### config.mk
export PLATFORM = sky130hd
export DESIGN_NAME = ha
export DESIGN_NICKNAME = d
export VERILOG_FILES = /design/src/rtl/ha.sv
export SDC_FILE = /design/constraint.sdc
export NUM_CORES = 1
export LEC_CHECK = 0
export BUFFER_PORTS_ARGS = -buffer_cell sky130_fd_sc_hd__buf_2
export CELL_PAD_IN_SITES_DETAIL_PLACEMENT = 0
export CELL_PAD_IN_SITES_GLOBAL_PLACEMENT = 2
export CORE_ASPECT_RATIO = 0.6
export CORE_UTILIZATION = 33
export DETAILED_ROUTE_END_ITERATION = 10
export HOLD_SLACK_MARGIN = 0.06
export PLACE_DENSITY = 0.84
export REMOVE_ABC_BUFFERS = 1
export SYNTH_ARGS = -nofsm -noshare
export SYNTH_HDL_FRONTEND = slang
export SYNTH_SLANG_ARGS = --single-unit
### constraint.sdc
create_clock -name clk -period 2.32 [get_ports clk]
set_input_delay 0.464 -clock clk [delete_from_list [all_inputs] [get_ports clk]]
set_output_delay 0.464 -clock clk [all_outputs]
set_load 0.02 [all_outputs]
### src/rtl/ha.sv
// Registered half adder/subtractor built from 2-input NANDs, with saturating op and carry counters.
// Optional macro HA_SUBTRACTOR_EN enables the subtract path selected by 'sub'.
module ha #(
    parameter int unsigned CNT_W = 16
) (
    input  logic             clk,
    input  logic             rst_n,
    input  logic             a,
    input  logic             b,
    input  logic             in_valid,
    input  logic             sub,
    output logic             sum,
    output logic             carry,
    output logic             out_valid,
    output logic [CNT_W-1:0] op_cnt,
    output logic [CNT_W-1:0] carry_cnt
);

    localparam logic [CNT_W-1:0] CNT_MAX = '1;
    localparam logic [CNT_W-1:0] CNT_ONE = CNT_W'(1);

    // NAND-only XOR and AND; the XOR also serves as the difference bit
    logic n1, xa, xb, s_x, c_add;
    logic res_sum, res_carry;

    assign n1    = ~(a & b);
    assign xa    = ~(a & n1);
    assign xb    = ~(b & n1);
    assign s_x   = ~(xa & xb);
    assign c_add = ~(n1 & n1);

`ifdef HA_SUBTRACTOR_EN
    logic na, nab, borrow;

    assign na        = ~(a & a);
    assign nab       = ~(na & b);
    assign borrow    = ~(nab & nab);
    assign res_sum   = s_x;
    assign res_carry = sub ? borrow : c_add;
`else
    logic unused_sub;

    assign unused_sub = sub;
    assign res_sum    = s_x;
    assign res_carry  = c_add;
`endif

    logic             sum_q, sum_d;
    logic             carry_q, carry_d;
    logic             out_valid_q, out_valid_d;
    logic [CNT_W-1:0] op_cnt_q, op_cnt_d;
    logic [CNT_W-1:0] carry_cnt_q, carry_cnt_d;

    // Next-state: capture result and bump counters only on valid edges
    always_comb begin
        sum_d       = sum_q;
        carry_d     = carry_q;
        out_valid_d = 1'b0;
        op_cnt_d    = op_cnt_q;
        carry_cnt_d = carry_cnt_q;
        if (in_valid) begin
            sum_d       = res_sum;
            carry_d     = res_carry;
            out_valid_d = 1'b1;
            if (op_cnt_q != CNT_MAX) begin
                op_cnt_d = op_cnt_q + CNT_ONE;
            end
            if (res_carry && (carry_cnt_q != CNT_MAX)) begin
                carry_cnt_d = carry_cnt_q + CNT_ONE;
            end
        end
    end

    always_ff @(posedge clk or negedge rst_n) begin
        if (!rst_n) begin
            sum_q       <= 1'b0;
            carry_q     <= 1'b0;
            out_valid_q <= 1'b0;
            op_cnt_q    <= '0;
            carry_cnt_q <= '0;
        end else begin
            sum_q       <= sum_d;
            carry_q     <= carry_d;
            out_valid_q <= out_valid_d;
            op_cnt_q    <= op_cnt_d;
            carry_cnt_q <= carry_cnt_d;
        end
    end

    assign sum       = sum_q;
    assign carry     = carry_q;
    assign out_valid = out_valid_q;
    assign op_cnt    = op_cnt_q;
    assign carry_cnt = carry_cnt_q;

endmodule

# [Yosys cells after proc, flatten, opt, wreduce, memory -nomap -nowiden]
# Index checks and enable logic that the tools add are counted.
[word_totals] in_bits=6 wordCells=21 ff_bits=35 output_inout_bits=35
[op_classes] bitwise=8 n_mux=1 eq_ne=2 n_reduce_logical=3 addsub=2
[ops] cell="$add A16 B1 Y16 const B" n=2
[ops] cell="$ne A16 B16 Y1 const B" n=2
[ops] cell="$and A1 B1 Y1" n=4
[ops] cell="$not A1 Y1" n=4
[ops] cell="$reduce_and A2 Y1" n=2
[ops] cell="$logic_and A1 B1 Y1" n=1
[ops] cell="$mux W1" n=1

# [Logic depth before layout (Yosys ltp)]
[logic_depth] ltp_word=6 mapped_depth=5 mapped_depth_nobuf=5

# [Least setup slack after synthesis]
# Ideal clock, no wire load.
[synth_timing] path_kind="reg-to-reg" startpoint="reg carry_cnt_q[0], in the netlist carry_cnt[0]" endpoint="reg carry_cnt_q[1], in the netlist carry_cnt[1]" path_slack_ns=0.499 setup_time_ns=0.125 period_less_slack_ns=1.821 t_arrival_ns=1.696 path_buffers=0 t_required_ns=2.195 stages_incl_launch_ff=6 cell_sequence="dfrtp_1 > ha_1 > nand4_2 > nor4_4 > a21oi_2 > mux2_4"
[synth_between] elab_chain_cells=3 word_cells_on_any_way=4 cone_classes="add/sub: 1; eq/ne: 1; reduce/logical: 2"
[synth_rtl] element="start, declared" line_no="52" source="logic [CNT_W-1:0] carry_cnt_q, carry_cnt_d;"
[synth_rtl] element="start signal, assigned" line_no="86" source="carry_cnt_q <= carry_cnt_d;"
[synth_rtl] element="parallel branches: the longest is 3 deep, another holds $add A16 B1 Y16"
# Parallel ways; which one is timed is not known.
# A chain may end at the register's enable or synchronous reset.

# [Worst setup path after layout]
# Ends and elaborated chain as after synthesis.

==> results_dict.tcl <==
set metrics [dict create \
    htree_levels 2 \
    power.total_w 0.00193 \
    rsz0062_at_grt "no" \
    ctsHoldBuffers 0 \
    p_leak_nw 1.01 \
    netlist.top_cell.by_area "dfrtp_1" \
    dieHeight_um 57.1 \
    post_cts_buffers 0 \
    cts_buffers 5 \
    die-area_mm2 0.00536 \
    layout_min_cycle_time_ps 1930 \
    synth.most_common_cell "dfrtp_1" \
    num_rows 19 \
    io_pins 41 \
    ant_nets 0 \
    io_buffers 39 \
    synth_seq_cells 35 \
    yosysSeqAreaShare_pct 52.4 \
    ys_warn_count 0 \
    synth_top_area_share_pct 52.4 \
    synth-main-ff-cell "dfrtp_1" \
    wire_per_inst_um 14.5 \
    hp-class "in2async" \
    hold_viol 0 \
    viasPerCell 4.97 \
    finalWirelength_um 3690 \
    required_ps 2490 \
    syn_area_mm2 0.00167 \
    antenna_found_initial 0 \
    relSlewSlack_pct 49.1 \
    arrival_ps 2100 \
    reg2reg_depth 5 \
    p_per_area_mw_per_mm2 948 \
    drv_cap 0 \
    setup_violations 0 \
    grt_max_degree 36 \
    fmax_mhz 517 \
    first_iter_violations 63 \
    fillerInstances 467 \
    cts_num_sinks 35 \
    core_area_mm2 0.00471 \
    end_kind "flop" \
    ys_top_cells_by_area "dfrtp_1 52%, xor2_1 7.9%, xnor2_1 7.3%" \
    yosys.cell_types.count 31 \
    ys_top_cells_by_count "35 x dfrtp_1, 16 x nand3_1, 15 x xor2_1" \
    grt_pass1_vias 1150 \
    tns_ps 0 \
    syn_inst 146 \
    cts_buffer_depth 2 \
    tritoncts "done" \
    grtUsageTotal_pct 15.0 \
    start_util_pct 35.5 \
    drive_gt1_share_pct 30.7 \
    worst_slew_pin_slew_ps 764 \
    grt_pass1_wl_um 6000 \
    antenna_cells 0 \
    clk_pin_slew_ps 70 \
    clkLatencyLatePin_ps 280 \
    irDropWorstVdd_v 0.000546 \
    root_buffer "clkbuf_8" \
    path_class "reg2reg" \
    areaGrowthSynthToFinish_pct 22.1 \
    synth.avg_cell_area_um2 11.4 \
    crit_fanout 7 \
    firstDrtPassIters 4 \
    dp_hpwl_um 2790 \
    status "complete, no violations" \
    finalMaxSlewViolations 0 \
    synth-edff-count 0 \
    drc_errors 0 \
    overflow 0 \
    via_count 1268 \
    nNetsFinal 200 \
    async_flop_share_pct 100 \
    postCtsResizedCells 0 \
    place.gp.congestion 0.783 \
    dieWidth_um 93.9 \
    fin_crit_sh_pct 83.4 \
    finClkSkew_ps 8.00 \
    start_kind "flop" \
]
[final timing paths]
kind                               startpoint             to  slack [ps]
worst max-delay path             carry_cnt[0]   carry_cnt[1]         390
worst min-delay path                    rst_n      op_cnt[0]         260
worst max register to register   carry_cnt[0]   carry_cnt[1]         390
worst min register to register  carry_cnt[15]  carry_cnt[15]         490
max in group asynchronous               rst_n  carry_cnt[15]        1580
min in group clk                     in_valid      out_valid         430
[worst max-delay path, cell delays in order (launching register included)]
cell	delay, ps
dfrtp_1	410
ha_1	230
nand4_2	230
nor4_4	490
a21oi_2	150
mux2_4	310
[cell usage in the layout, fill, tap and decap left out, drive strengths merged]
cell,n
a211oi,4
a21oi,5
a41o,1
and3,5
and4,4
buf,40
clkbuf,8
dfrtp,35
ha,3
inv,2
mux2,3
nand2,9
nand3,16
nand4,11
nor2,3
nor3,4
nor4,5
o21ai,1
or2,1
or3,2
or4,1
xnor2,14
xor2,15
[state kept, by name, summed over array words and instances, names as in the netlist]
signal and cells:
carry_cnt 16, op_cnt 16, sum 1, out_valid 1
carry 1
[per-stage QoR]
| step | setup WS, ps | instance area, um2 | std cells | hold slack [ps] | utilization (%) |
|---|---|---|---|---|---|
| after global placement | 442 | 1940 | 247 | 470 | 41.2 |
| after global routing | 283 | 2040 | 255 | 320 | 43.3 |
| final | 386 | 2040 | 255 | 255 | 43.3 |
| after detailed placement | 392 | 1940 | 247 | 492 | 41.2 |
| after CTS | 380 | 2040 | 255 | 284 | 43.3 |
| after floorplan | 493 | 1660 | 144 | 168 | - |
[per-layer routing]
metal	wire length (um)	track usage, %	part of all wire, %
met1	1990	23.7	54
met2	1530	19.4	41
met3	155	4.13	4.2
met4	16	4.62	0.43
met5	0	0	0
[layout make-up]
class	instances	area [um2]	area share, %
multi-input cells	107	774	38.0
well taps	63	78.8	3.87
flip-flops and latches	35	876	42.9
repair buffers	40	203	9.94
clock buffers	8	100	4.91
inverters	2	7.51	0.368
[where the power goes]
part | internal [W] | leakage, nW | switching, W
clock | 0.000271 | 0.0515 | 0.000208
combinational | 0.000207 | 0.502 | 0.000324
sequential | 0.000735 | 0.454 | 0.000188
total | 0.00121 | 1.01 | 0.000720
[logic make-up (layout without fill, tap and decap cells)]
group / after synthesis / in the layout / synth area share [%]
adders and majority gates: 3 / 3 / 2.25
muxes: 3 / 3 / 2.25
AOI/OAI and AO/OA: 11 / 11 / 4.42
xor gates and xnor gates: 29 / 29 / 15.2
and+or+nand+nor: 61 / 61 / 22.2
buffers and inverters: 4 / 50 / 1.20
DFF: 35 / 35 / 52.4
Note: power is estimated with default switching activity, not from simulation.
